[src/rtl/rf_wr_arbiter.sv]
// rtl/rf_wr_arbiter.sv - register file write-port arbiter with registered output stage
//
// Picks one writeback requester per cycle and registers its address and data
// onto the register file write port. The output stage drains every cycle, so
// it never back-pressures.
//
// Optional feature: define RF_WR_ARB_RR_EN for round-robin arbitration.
// Without it, priority is fixed and requester 0 is highest.
//
// Ports:
//   clk, rst_n     clock and asynchronous active-low reset
//   req_valid      per-requester write request
//   req_addr       5-bit destination per requester; requester i is [5i+4:5i]
//   req_data       DATA_WIDTH write data per requester; requester i is slice i
//   req_ready      one-hot grant, combinational; forced low while in reset
//   rf_wr_en       register file write enable; low for writes to x0
//   rf_addr_wr     register file write address; holds when idle
//   rf_data_wr     register file write data; holds when idle
//   pend_mask      one-hot mask of the register in the output stage
//   wr_count       saturating count of accepted non-x0 writes
module rf_wr_arbiter #(
    parameter int DATA_WIDTH = 32,
    parameter int NUM_REQ    = 3
) (
    input  logic                          clk,
    input  logic                          rst_n,
    input  logic [NUM_REQ-1:0]            req_valid,
    input  logic [NUM_REQ*5-1:0]          req_addr,
    input  logic [NUM_REQ*DATA_WIDTH-1:0] req_data,
    output logic [NUM_REQ-1:0]            req_ready,
    output logic                          rf_wr_en,
    output logic [4:0]                    rf_addr_wr,
    output logic [DATA_WIDTH-1:0]         rf_data_wr,
    output logic [31:0]                   pend_mask,
    output logic [15:0]                   wr_count
);

    // Index of the winning requester this cycle, -1 when nobody is requesting.
    int win;

`ifdef RF_WR_ARB_RR_EN
    localparam int PTR_W = (NUM_REQ > 1) ? $clog2(NUM_REQ) : 1;

    // Pointer names the requester with highest priority this cycle.
    logic [PTR_W-1:0] rr_ptr;

    function automatic int rr_index(input int base, input int offset);
        int s;
        s = base + offset;
        if (s >= NUM_REQ) begin
            s = s - NUM_REQ;
        end
        return s;
    endfunction

    always_comb begin
        win = -1;
        for (int k = 0; k < NUM_REQ; k++) begin
            if (win < 0 && req_valid[rr_index(int'(rr_ptr), k)]) begin
                win = rr_index(int'(rr_ptr), k);
            end
        end
    end

    always_ff @(posedge clk or negedge rst_n) begin
        if (!rst_n) begin
            rr_ptr <= '0;
        end else if (win >= 0) begin
            rr_ptr <= PTR_W'(rr_index(win, 1));
        end
    end
`else
    always_comb begin
        win = -1;
        for (int k = 0; k < NUM_REQ; k++) begin
            if (win < 0 && req_valid[k]) begin
                win = k;
            end
        end
    end
`endif

    logic                  xfer;
    logic [4:0]            sel_addr;
    logic [DATA_WIDTH-1:0] sel_data;

    // Grant and selected payload. Readiness is gated by rst_n so nothing
    // appears accepted while reset is held.
    always_comb begin
        req_ready = '0;
        sel_addr  = '0;
        sel_data  = '0;
        xfer      = rst_n && (win >= 0);
        for (int i = 0; i < NUM_REQ; i++) begin
            if (i == win) begin
                req_ready[i] = rst_n;
                sel_addr     = req_addr[5*i +: 5];
                sel_data     = req_data[DATA_WIDTH*i +: DATA_WIDTH];
            end
        end
    end

    // Output stage. A write to x0 completes the handshake but never reaches
    // the register file and is not counted.
    always_ff @(posedge clk or negedge rst_n) begin
        if (!rst_n) begin
            rf_wr_en   <= 1'b0;
            rf_addr_wr <= '0;
            rf_data_wr <= '0;
            wr_count   <= '0;
        end else begin
            rf_wr_en <= xfer && (sel_addr != 5'd0);
            if (xfer) begin
                rf_addr_wr <= sel_addr;
                rf_data_wr <= sel_data;
                if (sel_addr != 5'd0 && wr_count != 16'hFFFF) begin
                    wr_count <= wr_count + 16'd1;
                end
            end
        end
    end

    // Bit 0 can never be set: rf_wr_en is only high for non-zero addresses.
    always_comb begin
        pend_mask = '0;
        if (rf_wr_en) begin
            pend_mask[rf_addr_wr] = 1'b1;
        end
    end

endmodule

[config.mk]
export PLATFORM = sky130hd
export DESIGN_NAME = rf_wr_arbiter
export DESIGN_NICKNAME = d
export VERILOG_FILES = /design/src/rtl/rf_wr_arbiter.sv
export SDC_FILE = /design/constraint.sdc
export NUM_CORES = 1
export LEC_CHECK = 0
export CORE_ASPECT_RATIO = 1.75
export CORE_UTILIZATION = 39
export DETAILED_ROUTE_END_ITERATION = 10
export PLACE_DENSITY = 0.86
export SLEW_MARGIN = 20
export SYNTH_ARGS = -nofsm -noshare
export SYNTH_HDL_FRONTEND = slang
export SYNTH_SLANG_ARGS = --single-unit
[constraint.sdc]
create_clock -name clk -period 2.97 [get_ports clk]
set_input_delay 0.594 -clock clk [delete_from_list [all_inputs] [get_ports clk]]
set_output_delay 0.594 -clock clk [all_outputs]
set_load 0.01 [all_outputs]
==> run metrics <==
status finished, final reports clean; PostCTS Resize Cnt 0; clk buf depth 2; post-synth top area cell dfrtp_1; DIE WIDTH between 60 and 70 microns; Vias/cell between 5 and 6; Post-CTS Hold Buffers 0; Die Ht 121 microns; PortBufs 204; Seq/Total Area, Yosys 0.430; Critical Path RT 2.38 ns; RSZ-0062 raised after global routing no; post-DP HPWL 8030 microns; Crit. End Element output port; #FFs+latches synth 54; Placer Congestion approximately 0.83; remaining routing DRC violations 0; antenna violations before repair 1; count leader, synth nor2_1; Clock Skews slightly above 0.005 ns; FILL cells roughly 630; first drt pass iteration count 5; final hold violation count 0; data arrival time of the worst path 2.05 ns; worst skew pair latency 0.29 ns; Initial Util 0.400; via count 3580; initial DRC count about 150; synth top area cells dfrtp_1, nor2_1, a22oi_1, nand2_1, a21oi_1; top-area cell type share of the netlist area 0.430; f_max 378 MHz; Peak VDD IR ~340 uV; GRT Total Usage 0.248; clock root buffer clkbuf_16; Num CTS Buffers 5; Setup TNS 0 ns; CP Launch Type input port; gr ovfl total 0; CP Class in2out; Min Hold Slack between 0.15 and 0.2 ns; Maximum Capacitance Violations 0; pwr/cell area 443 mW/mm^2; Reg2Reg Depth 6; peak fanout along the critical path 3; syn_area_per_cell 8.01 sq um; Layout Nets ~700; pin slew with the least headroom to its limit between 0.4 and 0.5 ns; Post-Synthesis Cells between 300 and 400; first-pass GRT wire length 16800 microns; Final setup viols 0; Setup Fix Bufs, Post-CTS 0; Most used DFF post-synth dfrtp_1; Post-synth EDFFs 0; largest net degree at the start of global routing 39; core footprint 0.00786 sq mm; Final min period 2.64 ns; clk slew on worst S/H paths 0.07 ns; Syn. warnings 0; proportion of layout cells with a drive suffix above 1 0.0515; FP Rows 43; CTS tree yes; # H-tree levels 2; drt total wl 10200 microns; # IOs 205; vias in the first global route 3563; WL/cell 15.2 microns; multi-input logic area 0.00165 sq mm; synth cell count leaders nor2_1, dfrtp_1, nand2_1; Slew Limit Headroom 0.715; synthesized area between 0.003 and 0.004 sq mm; class of the worst hold path in2async; Synth cell types 36; synth-to-layout area growth 71.4%; Syn Nets approximately 510; DRT antenna net count 0; final slew viol count 0; ys async rst share 1.00; CTS Sinks 54; Tcrit/Tclk final 0.890; die area 0.00843 sq mm; Static Leakage 2.18 nW; Reg area 0.00135 sq mm
## logic make-up (layout without fill, tap and decap cells)
logic type | after synthesis | count (layout) | share of synthesized area
other | 0 | 1 | 0
AOI/OAI and AO/OA | 109 | 109 | 0.204
muxes | 2 | 2 | 0.00836
adders and majority gates | 1 | 1 | 0.00398
xor gates and xnor gates | 14 | 14 | 0.0414
and+or+nand+nor | 179 | 179 | 0.263
DFF | 54 | 54 | 0.430
buffers and inverters | 33 | 223 | 0.0490
## stage by stage
stage / std cells / total power [mW] / setup WS (ns) / cell area (sq um) / utilization
floorplan: 392 / 1.26 / 0.885 / 3140 / -
global route: 673 / 2.51 / 0.275 / 5380 / 0.685
detailed placement: 664 / 1.76 / 0.348 / 5220 / 0.664
global placement: 664 / 1.73 / 0.333 / 5220 / 0.664
CTS: 672 / 2.41 / 0.330 / 5380 / 0.685
finish: 673 / 2.39 / 0.327 / 5380 / 0.685
## cell usage in the layout (no fill, tap or decap), drive strengths merged, types with 2 or more instances in the layout
master         count
nor3               9
nor2b              5
and3b              2
nor2              71
xor2               7
nand4              4
a22oi             32
clkbuf             6
mux2               2
nand3b            10
dfrtp             54
nand3             12
xnor2              7
a21oi             40
o21ai             34
inv                2
clkdlybuf4s50    201
buf               12
and3               6
nand2             54
or3b               2
## per-layer routing
metal  vias up  global-route usage  share of wire
li1       1730                   -              -
met1      1640               0.260           0.36
met2       184               0.468           0.55
met3        26              0.0467          0.063
met4         0               0.110          0.035
met5         -                   0              0
## power breakdown
part,internal (mW),leakage [nW],switching [mW]
sequential,0.845,0.684,0.106
clock,0.398,0.0771,0.250
combinational,0.455,1.42,0.332
## registers in the layout, summed over array words and instances, names as in the netlist
register / cells
wr_count: 16
rf_addr_wr: 5
rf_data_wr: 32
rf_wr_en: 1
## final cells by class
type,instances,area share
diodes,1,0.000465
flip-flops and latches,54,0.251
clock buffers,6,0.0239
multi-input cells,305,0.306
inverters,2,0.00139
repair buffers,213,0.389
well taps,90,0.0209
clock inverters,2,0.00697
## critical path, stage by stage
cell and delay (ns):
clkdlybuf4s50_1 0.50, nor2b_4 0.17, and3b_1 0.22, clkdlybuf4s50_1 0.56
## final timing paths
path                                       startpoint                         end  slack, ns
setup / recovery                         req_valid[2]                req_ready[2]       0.33
hold / removal                                  rst_n  rf_data_wr[16]$_DFFE_PN0P_       0.19
setup reg to reg              wr_count[0]$_DFFE_PN0P_     wr_count[1]$_DFFE_PN0P_       1.02
hold reg to reg            rf_data_wr[19]$_DFFE_PN0P_  rf_data_wr[19]$_DFFE_PN0P_       0.48
max in group asynchronous                       rst_n          rf_wr_en$_DFF_PN0_       2.11
min in group clk           rf_data_wr[19]$_DFFE_PN0P_  rf_data_wr[19]$_DFFE_PN0P_       0.48
Note: power is estimated with default switching activity, not from simulation.
